### src/rtl/tpg_pkg.sv
// Shared constants for the toggle pattern generator: FSM state encoding and
// pattern update rules.
package tpg_pkg;

  localparam logic [1:0] TPG_IDLE  = 2'd0;
  localparam logic [1:0] TPG_DELAY = 2'd1;
  localparam logic [1:0] TPG_RUN   = 2'd2;

  localparam logic [1:0] TPG_INV = 2'd0;
  localparam logic [1:0] TPG_ROL = 2'd1;
  localparam logic [1:0] TPG_ROR = 2'd2;
  localparam logic [1:0] TPG_XOR = 2'd3;

endpackage

### src/rtl/tpg_pattern_next.sv
// Combinational next-pattern rule: invert, rotate left/right by one, or XOR
// with a mask.
module tpg_pattern_next
  import tpg_pkg::*;
#(
  parameter int WIDTH = 8
) (
  input  logic [WIDTH-1:0] pat,
  input  logic [1:0]       mode,
  input  logic [WIDTH-1:0] mask,
  output logic [WIDTH-1:0] pat_nxt
);

  // Select the update rule; the MSB wraps to bit 0 on ROL, bit 0 to the MSB on ROR.
  always_comb begin
    pat_nxt = pat;
    case (mode)
      TPG_INV: pat_nxt = ~pat;
      TPG_ROL: pat_nxt = {pat[WIDTH-2:0], pat[WIDTH-1]};
      TPG_ROR: pat_nxt = {pat[0], pat[WIDTH-1:1]};
      TPG_XOR: pat_nxt = pat ^ mask;
      default: pat_nxt = pat;
    endcase
  end

endmodule

### src/rtl/toggle_pattern_gen.sv
// Runtime-configurable toggle pattern generator: programmable first delay,
// update period, update rule and burst length with START/STOP/BUSY/DONE handshake.
module toggle_pattern_gen
  import tpg_pkg::*;
#(
  parameter int WIDTH  = 8,
  parameter int CNT_W  = 8,
  parameter int NTOG_W = 8
) (
  input  logic              CLK,
  input  logic              RST,
  input  logic              START,
  input  logic              STOP,
  input  logic [1:0]        MODE,
  input  logic [CNT_W-1:0]  FIRST_DLY,
  input  logic [CNT_W-1:0]  HALF_PER,
  input  logic [NTOG_W-1:0] NUM_TOG,
  input  logic [WIDTH-1:0]  SEED,
  input  logic [WIDTH-1:0]  MASK,
  output logic [WIDTH-1:0]  OUT,
  output logic              BUSY,
  output logic              DONE,
  output logic [NTOG_W-1:0] TOG_CNT
);

  logic [1:0]        state_r;
  logic [CNT_W-1:0]  cnt_r;
  logic [1:0]        mode_r;
  logic [CNT_W-1:0]  first_dly_r;
  logic [CNT_W-1:0]  half_per_r;
  logic [NTOG_W-1:0] num_tog_r;
  logic [WIDTH-1:0]  mask_r;

  logic [WIDTH-1:0]  pat_nxt_s;
  logic              upd_due_s;
  logic              last_upd_s;
  logic [NTOG_W-1:0] tog_inc_s;

  tpg_pattern_next #(
    .WIDTH(WIDTH)
  ) u_pattern_next (
    .pat    (OUT),
    .mode   (mode_r),
    .mask   (mask_r),
    .pat_nxt(pat_nxt_s)
  );

  // An update is due when the counter reaches the latched delay or period.
  always_comb begin
    upd_due_s = 1'b0;
    case (state_r)
      TPG_DELAY: upd_due_s = (cnt_r == first_dly_r);
      TPG_RUN:   upd_due_s = (cnt_r == half_per_r);
      default:   upd_due_s = 1'b0;
    endcase
  end

  assign tog_inc_s  = TOG_CNT + NTOG_W'(1);
  assign last_upd_s = (num_tog_r != {NTOG_W{1'b0}}) && (tog_inc_s == num_tog_r);

  // Control FSM, delay/period counter, latched config and registered outputs.
  always_ff @(posedge CLK or posedge RST) begin
    if (RST) begin
      state_r     <= TPG_IDLE;
      cnt_r       <= {CNT_W{1'b0}};
      mode_r      <= 2'd0;
      first_dly_r <= {CNT_W{1'b0}};
      half_per_r  <= {CNT_W{1'b0}};
      num_tog_r   <= {NTOG_W{1'b0}};
      mask_r      <= {WIDTH{1'b0}};
      OUT         <= {WIDTH{1'b0}};
      BUSY        <= 1'b0;
      DONE        <= 1'b0;
      TOG_CNT     <= {NTOG_W{1'b0}};
    end else begin
      DONE <= 1'b0;
      case (state_r)
        TPG_IDLE: begin
          if (START) begin
            mode_r      <= MODE;
            first_dly_r <= FIRST_DLY;
            half_per_r  <= HALF_PER;
            num_tog_r   <= NUM_TOG;
            mask_r      <= MASK;
            OUT         <= SEED;
            TOG_CNT     <= {NTOG_W{1'b0}};
            cnt_r       <= {CNT_W{1'b0}};
            BUSY        <= 1'b1;
            state_r     <= TPG_DELAY;
          end
        end
        TPG_DELAY, TPG_RUN: begin
          // STOP outranks any update scheduled for the same edge.
          if (STOP) begin
            BUSY    <= 1'b0;
            state_r <= TPG_IDLE;
          end else if (upd_due_s) begin
            OUT     <= pat_nxt_s;
            TOG_CNT <= tog_inc_s;
            cnt_r   <= {CNT_W{1'b0}};
            if (last_upd_s) begin
              BUSY    <= 1'b0;
              DONE    <= 1'b1;
              state_r <= TPG_IDLE;
            end else begin
              state_r <= TPG_RUN;
            end
          end else begin
            cnt_r <= cnt_r + CNT_W'(1);
          end
        end
        default: begin
          BUSY    <= 1'b0;
          state_r <= TPG_IDLE;
        end
      endcase
    end
  end

endmodule

### config.mk
export PLATFORM = sky130hd
export DESIGN_NAME = toggle_pattern_gen
export DESIGN_NICKNAME = d
export VERILOG_FILES = /design/src/rtl/tpg_pkg.sv /design/src/rtl/tpg_pattern_next.sv /design/src/rtl/toggle_pattern_gen.sv
export SDC_FILE = /design/constraint.sdc
export NUM_CORES = 1
export LEC_CHECK = 0
export CAP_MARGIN = 10
export CORE_MARGIN = 4
export CORE_UTILIZATION = 30
export CTS_CLUSTER_DIAMETER = 30
export DETAILED_ROUTE_END_ITERATION = 8
export SLEW_MARGIN = 5
export SYNTH_ARGS = -nofsm -noshare
export SYNTH_HDL_FRONTEND = slang
export SYNTH_HIERARCHICAL = 1
export SYNTH_SLANG_ARGS = --single-unit
### constraint.sdc
create_clock -name CLK -period 3.4 [get_ports CLK]
set_clock_uncertainty 0.2 [all_clocks]
set_input_delay 1.02 -clock CLK [delete_from_list [all_inputs] [get_ports CLK]]
set_output_delay 1.02 -clock CLK [all_outputs]
set_load 0.05 [all_outputs]
==> summary by stage <==
Pwr
IR analysis of the VDD net gives a maximum drop of 0.399 mV. In this run, the clock network consumes 21.5% of the power. The sequential power share is 34.0%.

Summed over all cells, the static leakage comes to 1.83 nW. The fraction of power spent switching nets is 38.0%. After layout, the design draws a total of 4.04 mW. The total power divided by cell area is 877 mW/mm^2. The proportion of power drawn by combinational gates is 44.5%.

The analysis attributes to net switching a power of approximately 1.5 mW. The internal portion of the total power is 2.51 mW.

Min path
The class of the worst hold path is reg -> reg.

Worst setup path
The critical path buffer and inverter count is 1. In this design, the largest share of critical-path delay is due to buffers and inverters. The master of the slowest instance on the critical path is sky130_fd_sc_hd__clkdlybuf4s50_1. The delay of the slowest cell on the worst path is 880 ps. The critical path is of the reg -> out type. The signal on the critical path passes through clkdlybuf4s50_1. The required time at the worst-slack endpoint is 2180 ps.

The signal arrival time at the worst endpoint is 1790 ps. STA classifies the critical path endpoint as an output port. Along the worst path, the maximum fanout reaches 12. The startpoint class of the critical path is a register.

Synthesis
After technology mapping, the gate count stands at 313. Yosys mapped the design onto 52 distinct sky130hd cell types. In this run the cell area of the synthesized design comes to 0.00352 sq mm. The count of synthesis-stage warnings from yosys is 6.

The number of nets in the synthesized netlist is 363. The average instance in the mapped netlist occupies 11.2 sq um. For this run, the leading register cell type out of synthesis is sky130_fd_sc_hd__dfrtp_1. Yosys mapped a number of flops with a built-in enable equal to 0.

The share of the yosys chip area belonging to registers is approximately 44%. The proportion of register bits with asynchronous set or reset after synthesis is 100%. The number of storage elements in the synthesis netlist is 62.

Placement
The weighted congestion reported at the end of routability-driven placement is 0.844. The placement-stage worst setup slack is ~270 ps. During placement, the flow inserted port buffers numbering 63. Once placement finished, the instance area stood at ~0.0043 sq mm. The HPWL after detailed placement is 5.84 mm.

Clocking
TritonCTS built the clock tree. At the later pin of the worst-skew pair, clock insertion delay measures roughly 320 ps. After clock tree synthesis, the clock-pin slew on the worst setup and hold paths is 50 ps. The number of setup buffers added after CTS is 0. Once the clock tree was built, the resizer swapped 0 gates to a different size. No sink is reached through more buffers than the 2 on the longest clock path.

In this run the clock root is driven by a sky130_fd_sc_hd__clkbuf_16. The H-tree was split into 3 levels. The total of hold buffers inserted after clock tree synthesis is 0. Clock tree synthesis inserted a total of 9 buffers. The tree built by TritonCTS fans out to 62 sinks.

Floorplan
The initial utilization of the core area, before any placement, comes to between 30% and 40%. The die covers 0.0135 sq mm. From left edge to right edge, the die measures 116 um. The number of standard-cell rows in the floorplan is 39.

The number of placed I/O pins is 64. The vertical extent of the die is 116 um. After floorplanning, the core was sized to cover 0.0115 sq mm.

Run status
The run finished with clean final reports.

Global route
The wire length of the first global-routing pass is 13.8 mm. The maximum number of pins on one net before global-route repair is 63. The number of antenna violations at the first check in global routing is 0. The sum of overflow across all layers after global routing is 0. The global routing usage summed across all routing layers is between 10% and 20%. The number of global-route vias before repair was 2758.

Routing
The count of unresolved DRC violations after routing is 0. The total number of vias is 2632. The first TritonRoute pass finished after 4 iterations. For this block, the initial DRC count from the detailed router was 158. The average wire length per cell after detail routing is between 15 and 20 um. The detail route stage leaves a number of antenna-violating nets equal to 0.

The via density per instance is 4.98. For this block, the routed nets add up to 8.25 mm of wire.

Timing
Setup repair after global routing left no endpoint under its margin. At the pin with the least slew margin, the transition time is 591 ps. After layout, the worst path uses 88.5% of the clock period. Measured against its own limit, the worst slew margin works out to 60.1%. The hold violation total from the final report was 0.

On the final layout, the worst hold slack is 303 ps. Summed over all failing endpoints, the final setup total negative slack is 0 ps. The final critical-path setup slack is approximately 400 ps. The clock period minus worst slack is between 3000 and 4000 ps. The final count of pins violating max slew is 0. The highest attainable clock frequency is 332 MHz. Setup violations remaining at the end of the flow were counted as 0.

Run
The tool flagged a number of max-cap violations equal to 0.

Layout
Summing all non-filler instances in the final layout gives an area of between 0.004 and 0.005 sq mm. The number of diodes is 0. The relative area change from synthesis to final layout is 31.1%.

In the final design database the tool counted 430 nets. The layout cell share with drive strength beyond 1 is 21.8%.
==> state kept, by name, indices dropped and copies added, names as in the netlist, 2 cells and up <==
signal       cells
cnt_r            8
half_per_r       8
num_tog_r        8
mode_r           2
TOG_CNT          8
mask_r           8
first_dly_r      8
OUT              8
state_r          2
==> cell usage in the layout, fill, tap and decap left out, types with 2 or more instances in the layout <==
cell / instances
sky130_fd_sc_hd__clkdlybuf4s50_1: 63
sky130_fd_sc_hd__dfrtp_1: 62
sky130_fd_sc_hd__mux2_2: 51
sky130_fd_sc_hd__o21ai_0: 20
sky130_fd_sc_hd__nor2_1: 17
sky130_fd_sc_hd__nand2_1: 15
sky130_fd_sc_hd__xnor2_1: 15
sky130_fd_sc_hd__inv_1: 11
sky130_fd_sc_hd__xor2_1: 11
sky130_fd_sc_hd__mux2i_1: 10
sky130_fd_sc_hd__clkbuf_16: 9
sky130_fd_sc_hd__a21oi_1: 8
sky130_fd_sc_hd__nand3_1: 7
sky130_fd_sc_hd__buf_4: 6
sky130_fd_sc_hd__a211oi_1: 5
sky130_fd_sc_hd__nand4_1: 4
sky130_fd_sc_hd__or4_1: 4
sky130_fd_sc_hd__ha_1: 4
sky130_fd_sc_hd__mux4_1: 4
sky130_fd_sc_hd__and2_1: 3
sky130_fd_sc_hd__o211ai_1: 3
sky130_fd_sc_hd__nor3_1: 3
sky130_fd_sc_hd__nor4_1: 3
sky130_fd_sc_hd__nor3b_1: 3
sky130_fd_sc_hd__clkbuf_8: 3
sky130_fd_sc_hd__nor2b_1: 2
sky130_fd_sc_hd__nor4_2: 2
sky130_fd_sc_hd__o31ai_1: 2
sky130_fd_sc_hd__a41oi_1: 2
sky130_fd_sc_hd__or3_1: 2
sky130_fd_sc_hd__a31oi_1: 2
sky130_fd_sc_hd__o311ai_0: 2
sky130_fd_sc_hd__clkinv_2: 2
sky130_fd_sc_hd__buf_12: 2
sky130_fd_sc_hd__a21o_1: 2
==> worst paths after layout <==
kind / from / end / slack [ps] / cells past startpoint
worst max register to register: state_r[0] / OUT[6] / 460 / 9
worst min register to register: first_dly_r[3] / first_dly_r[3] / 300 / 1
max in group asynchronous: RST / TOG_CNT[5] / 1830 / 3
min in group asynchronous: RST / half_per_r[4] / 860 / 3
worst min-delay path: first_dly_r[3] / first_dly_r[3] / 300 / 1
worst max-delay path: TOG_CNT[2] / TOG_CNT[2] / 390 / 1
==> cell usage after synthesis (all sizes together) (3+ instances only) <==
cell type / number / area, sq um
and2: 3 / 18.8
clkbuf: 8 / 30.0
nor4: 5 / 43.8
nor3: 3 / 15.0
ha: 4 / 50.1
or4: 4 / 30.0
o21ai: 20 / 100
nor3b: 3 / 22.5
xnor2: 15 / 131
nand4: 4 / 25.0
nor2: 18 / 70.1
nand3: 7 / 35.0
o211ai: 3 / 22.5
dfrtp: 62 / 1550
a21oi: 9 / 48.8
inv: 12 / 45.0
mux2: 51 / 574
a211oi: 5 / 37.5
nand2: 16 / 62.6
mux2i: 10 / 100
mux4: 5 / 128
buf: 7 / 57.5
xor2: 11 / 96.3
==> power by group through the flow <==
stage / Sequential [mW] / Combinational (mW) / Clock, mW
finish: 1.38 / 1.80 / 0.869
floorplan: 1.48 / 1.21 / 0
global placement: 1.38 / 1.76 / 0
global route: 1.43 / 1.95 / 0.942
detailed placement: 1.39 / 1.81 / 0
CTS: 1.38 / 1.82 / 0.905
==> per-layer routing <==
metal,share of wire [%],global-route usage [%],wire length [um]
met4,1.3,3.94,106
met1,46,17.1,3820
met2,48,20.9,3930
met3,4.8,4.35,393
met5,0,0,0
==> layout make-up <==
| class | count | area (sq um) |
|---|---|---|
| fillers | 1113 | 6860 |
| multi-input cells | 224 | 1830 |
| well taps | 143 | 179 |
| clock inverters | 3 | 17.5 |
| clock buffers | 13 | 270 |
| repair buffers | 71 | 716 |
| flip-flops and latches | 62 | 1550 |
| inverters | 12 | 45.0 |
==> cell families after synthesis <==
group           after synthesis  synth area share (%)
buf+inv                      27                  3.77
simple gates                 73                  11.2
flops                        62                  44.1
xor+xnor                     26                  6.48
compound gates               55                  10.2
mux                          66                  22.8
fa+ha+maj                     4                  1.42
==> per-stage QoR <==
stage	cells	utilization, %
floorplan	313	-
global placement	512	37.7
detailed placement	512	37.7
CTS	528	40.2
global route	528	40.2
finish	528	40.2
(Power assumes the default switching activity.)
